--- src/rtl/clk_div_prog.sv ---
// Runtime-programmable clock divider: registered clk_out with arbitrary period
// and high time. New settings are staged and only take effect at period boundaries.
module clk_div_prog #(
   parameter int CNT_WIDTH = 32,
   parameter int DEF_DIV   = 1000,
   parameter int DEF_HIGH  = 500
) (
   input  logic                 sys_clk,
   input  logic                 rst_n,
   input  logic                 en,
   input  logic [CNT_WIDTH-1:0] cfg_div,
   input  logic [CNT_WIDTH-1:0] cfg_high,
   input  logic                 cfg_load,
   output logic                 cfg_err,
   output logic                 cfg_pend,
   output logic                 running,
   output logic                 clk_out,
   output logic                 tick
);

   typedef enum logic {IDLE, RUN} state_t;

   localparam logic [CNT_WIDTH-1:0] DIV_RST  = CNT_WIDTH'(DEF_DIV);
   localparam logic [CNT_WIDTH-1:0] HIGH_RST = CNT_WIDTH'(DEF_HIGH);
   localparam logic [CNT_WIDTH-1:0] ONE      = CNT_WIDTH'(1);
   localparam logic [CNT_WIDTH-1:0] TWO      = CNT_WIDTH'(2);

   state_t               state, state_n;
   logic [CNT_WIDTH-1:0] cnt, cnt_n;
   logic [CNT_WIDTH-1:0] div_act, div_n, high_act, high_n;
   logic [CNT_WIDTH-1:0] sh_div, sh_div_n, sh_high, sh_high_n;
   logic                 pend_n, err_n, clk_n;
   logic                 load_ok, last, apply_sh;

   assign running = (state == RUN);

   always_comb begin
      load_ok   = cfg_load && (cfg_div >= TWO) && (cfg_high != '0) && (cfg_high < cfg_div);
      last      = (cnt == div_act - ONE);
      tick      = (state == RUN) && last;
      // The staged setting is consumed in IDLE or at the end of a period.
      apply_sh  = cfg_pend && ((state == IDLE) || last);
      state_n   = state;
      cnt_n     = cnt;
      div_n     = apply_sh ? sh_div  : div_act;
      high_n    = apply_sh ? sh_high : high_act;
      sh_div_n  = load_ok ? cfg_div  : sh_div;
      sh_high_n = load_ok ? cfg_high : sh_high;
      pend_n    = load_ok ? 1'b1 : (apply_sh ? 1'b0 : cfg_pend);
      err_n     = cfg_load && !load_ok;
      case (state)
         IDLE: begin
            cnt_n = '0;
            if (en) begin
               state_n = RUN;
               // A load coinciding with start is used by the very first period.
               if (load_ok) begin
                  div_n  = cfg_div;
                  high_n = cfg_high;
                  pend_n = 1'b0;
               end
            end
         end
         RUN: begin
            if (last) begin
               cnt_n = '0;
               if (!en) state_n = IDLE;
            end else begin
               cnt_n = cnt + ONE;
            end
         end
         default: state_n = IDLE;
      endcase
      // Built from next-state values so clk_out is a pure register output.
      clk_n = (state_n == RUN) && (cnt_n < high_n);
   end

   always_ff @(posedge sys_clk or negedge rst_n) begin
      if (!rst_n) begin
         state    <= IDLE;
         cnt      <= '0;
         div_act  <= DIV_RST;
         high_act <= HIGH_RST;
         sh_div   <= DIV_RST;
         sh_high  <= HIGH_RST;
         cfg_pend <= 1'b0;
         cfg_err  <= 1'b0;
         clk_out  <= 1'b0;
      end else begin
         state    <= state_n;
         cnt      <= cnt_n;
         div_act  <= div_n;
         high_act <= high_n;
         sh_div   <= sh_div_n;
         sh_high  <= sh_high_n;
         cfg_pend <= pend_n;
         cfg_err  <= err_n;
         clk_out  <= clk_n;
      end
   end

endmodule
--- config.mk ---
export PLATFORM = sky130hd
export DESIGN_NAME = clk_div_prog
export DESIGN_NICKNAME = d
export VERILOG_FILES = /design/src/rtl/clk_div_prog.sv
export SDC_FILE = /design/constraint.sdc
export NUM_CORES = 1
export LEC_CHECK = 0
export ABC_AREA = 1
export CAP_MARGIN = 20
export CORE_AREA = 3 3 142 144
export CTS_CLUSTER_DIAMETER = 100
export CTS_CLUSTER_SIZE = 24
export DETAILED_ROUTE_END_ITERATION = 10
export DIE_AREA = 0 0 145 147
export GPL_TIMING_DRIVEN = 1
export PLACE_DENSITY_LB_ADDON = 0.2
export SYNTH_ARGS = -nofsm -noshare
export SYNTH_HDL_FRONTEND = slang
export SYNTH_SLANG_ARGS = --single-unit
--- constraint.sdc ---
create_clock -name sys_clk -period 10.9 [get_ports sys_clk]
set_input_delay 1.09 -clock sys_clk [delete_from_list [all_inputs] [get_ports sys_clk]]
set_output_delay 1.09 -clock sys_clk [all_outputs]
set_load 0.02 [all_outputs]
==> impl_metrics.env <==
export IMPL_grt_max_degree=97
export IMPL_synth_edf_count=0
export IMPL_critPathSlowestCell="clkinv_1"
export IMPL_start_util_pct=54.9
export IMPL_setup_violations_final=0
export IMPL_ir_drop_uv=109
export IMPL_cts_sinks=164
export IMPL_hpwl_um=21200
export IMPL_swShare_pct=28.0
export IMPL_clk_path_buf_depth=2
export IMPL_slew_headroom_pct=29.2
export IMPL_drc=0
export IMPL_min_period_ns=5.03
export IMPL_drt_total_wl_um=28600
export IMPL_finalNonFillerCells=1705
export IMPL_die_h_um=147
export IMPL_layout_nets=1564
export IMPL_worstSetupPathType="in2reg"
export IMPL_synth_top_area_share_pct=33.9
export IMPL_async_flop_share_pct=100
export IMPL_final_hold_viol_count=0
export IMPL_gp_congestion=0.922
export IMPL_avgSynthCellArea_um2=7.50
export IMPL_crit_chain="clkdlybuf4s50_1 > inv_1 > ha_1 > nand2_1 > inv_1 > nand3_1 > or3_1 > nor4_1 > nand2_1 > nand3_2 > clkinv_1 > buf_4 > o21ai_0 > inv_1 > ha_1 > a21oi_1 > nor2_1 > a211oi_1 > nand2_1 > nand2_1 > nand2_1 > a21oi_2"
export IMPL_clk_pin_slew_ns=0.07
export IMPL_worst_pin_slew_ns=1.06
export IMPL_fin_crit_sh_pct=46.1
export IMPL_synth_distinct_cells=48
export IMPL_grt_antenna_before_repair=0
export IMPL_final_common_cell="nand2_1"
export IMPL_synth_largest_area_cell="dfrtp_1"
export IMPL_cts_buffers=17
export IMPL_syn_cell_area_um2=10300
export IMPL_grt_overflow=0
export IMPL_fmax_mhz=199
export IMPL_drt_iter0_drc=843
export IMPL_vias=9264
export IMPL_htreeDepth=4
export IMPL_switchingPower_mw=0.414
export IMPL_p_leak_nw=5.58
export IMPL_die_area_um2=21300
export IMPL_maxCapViolations=0
export IMPL_antenna_cells=0
export IMPL_postPlaceCellArea_um2=11300
export IMPL_wire_per_inst_um=16.8
export IMPL_multi_input_area_um2=5460
export IMPL_hold_path_class="reg2reg"
export IMPL_core_area_um2=18800
export IMPL_grt_pass1_vias=8817
export IMPL_ctsHoldBuffers=0
export IMPL_layout_drive_gt1_share_pct=6.64
export IMPL_syn2layout_area_growth_pct=14.5
export IMPL_critPathCaptureType="flip-flop"
export IMPL_syn_num_nets=1509
export IMPL_num_rows=50
export IMPL_status="complete, no violations"
export IMPL_cts_root_buf="clkbuf_16"
export IMPL_pwr_share_comb_pct=12.4
export IMPL_final_cell_mix="nand2_1, inv_1, dfrtp_1"
export IMPL_p_per_area_nw_per_um2=125
export IMPL_critical_path_most_common_cell="nand2_1"
export IMPL_max_stage_delay_ns=0.52
export IMPL_dieWidth_um=145
export IMPL_post_cts_setup_buffer_count=0
export IMPL_rsz0062_at_grt="no"
export IMPL_fillers=1689
export IMPL_totalPowerFinal_mw=1.48
export IMPL_path_max_fanout=33
export IMPL_drv_slew=0
export IMPL_boundaryPins=73
export IMPL_ys_seq_area_share_pct=40.0
export IMPL_setup_worst_path_start_class="input port"
export IMPL_cts_resized=0
export IMPL_synth_cells=1377
export IMPL_worstPathRequired_ns=11.27
export IMPL_p_seq_share_pct=47.6
export IMPL_place_port_buffers=72
export IMPL_ys_warn_count=0
export IMPL_fin_skew_ns=0.0118
export IMPL_synth_seq_cells=164
export IMPL_cts_tree="yes"
export IMPL_hold_slack_ns=0.465
export IMPL_p_int_mw=1.07
export IMPL_regArea_um2=4130
export IMPL_fin_area_um2=11800
export IMPL_synth_area_top_cells="dfrtp_1, nand2_1, ha_1"
export IMPL_p_clk_share_pct=40.0
export IMPL_clk_latency_ns=0.44
export IMPL_grt_pass1_wl_um=46400
export IMPL_ant_nets=0
export IMPL_drtPass1Iterations=5
export IMPL_grt_usage_pct=27.1
export IMPL_tns_ns=0
export IMPL_viasPerCell=5.43
export IMPL_cp_arrival_ns=5.40
export IMPL_dp_cells=1673
export IMPL_synthFlopType="dfrtp_1"
==> cell families after synthesis <==
group | share of synthesized area (%)
flip-flops | 40.0
buffers and inverters | 7.17
AND/OR/NAND/NOR | 29.9
AO/OA/AOI/OAI | 10.1
adder cells (fa/ha/maj) | 7.75
XOR/XNOR | 5.09
==> routing by layer <==
layer  part of all wire [%]  track usage, %  wire length, um  vias up
met2                     44            40.9            12700      344
met3                    7.4            4.97             2130       35
met4                    1.9            7.03              533        0
li1                       -               -                -     4569
met5                      0               0                0        -
met1                     46            40.4            13200     4316
==> sequential cells by signal, indices dropped and copies added (netlist names) <==
signal / cells
cfg_pend: 1
cfg_err: 1
running: 1
high_act: 32
div_act: 32
cnt: 32
sh_high: 32
clk_out: 1
sh_div: 32
==> synth_stat cells, drive strengths merged, types with 2 or more instances <==
library cell and instances:
nand2 439, nor2 149, inv 147, dfrtp 140, o21ai 78, ha 64
xor2 43, nand3 37, a21oi 32, o211ai 32, clkbuf 31, or2 31
dfstp 24, nand4 24, a31oi 22, nor4 17, xnor2 17, nor3 13
buf 11, a211oi 6, nand3b 4, clkinv 3, nor4b 2
==> power groups by stage <==
stage | logic, mW | clock network [mW] | registers, mW
finish | 0.183 | 0.593 | 0.704
global route | 0.209 | 0.624 | 0.711
CTS | 0.184 | 0.599 | 0.703
detailed placement | 0.182 | 0 | 0.713
global placement | 0.176 | 0 | 0.712
floorplan | 0.104 | 0 | 0.705
==> critical path, delay by kind of cell <==
kind,cells,cell delay (ns)
buf+inv,6,1.74
simple gates,10,1.25
compound gates,4,0.70
fa+ha+maj,2,0.60
==> area by class of cell <==
class | count | area share [%]
Clock buffer | 18 | 3.63
Inverter | 150 | 4.76
Sequential cell | 164 | 35.0
Tap cell | 260 | 2.75
Multi-Input combinational cell | 1021 | 46.2
Clock inverter | 14 | 1.23
Timing Repair Buffer | 78 | 6.49
==> through the flow <==
step           setup slack [ns]  utilization [%]
6_report                   5.87             62.8
3_3_place_gp               5.58             59.7
4_1_cts                    5.87             62.8
5_1_grt                    5.46             62.8
2_1_floorplan              6.69                -
3_5_place_dp               5.45             59.7
==> final timing paths <==
path,startpoint,to,slack (ns),cells after the start
min reg2reg,sh_high[2]$_DFFE_PN1P_,sh_high[2]$_DFFE_PN1P_,0.46,2
max reg2reg,div_act[0]$_DFF_PN0_,clk_out$_DFF_PN0_,5.98,28
min in group asynchronous,rst_n,sh_high[3]$_DFFE_PN0P_,0.74,1
min,sh_high[2]$_DFFE_PN1P_,sh_high[2]$_DFFE_PN1P_,0.46,2
max,cfg_div[31],clk_out$_DFF_PN0_,5.87,22
max in group asynchronous,rst_n,cnt[27]$_DFF_PN0_,8.67,2
(Power assumes the default switching activity.)
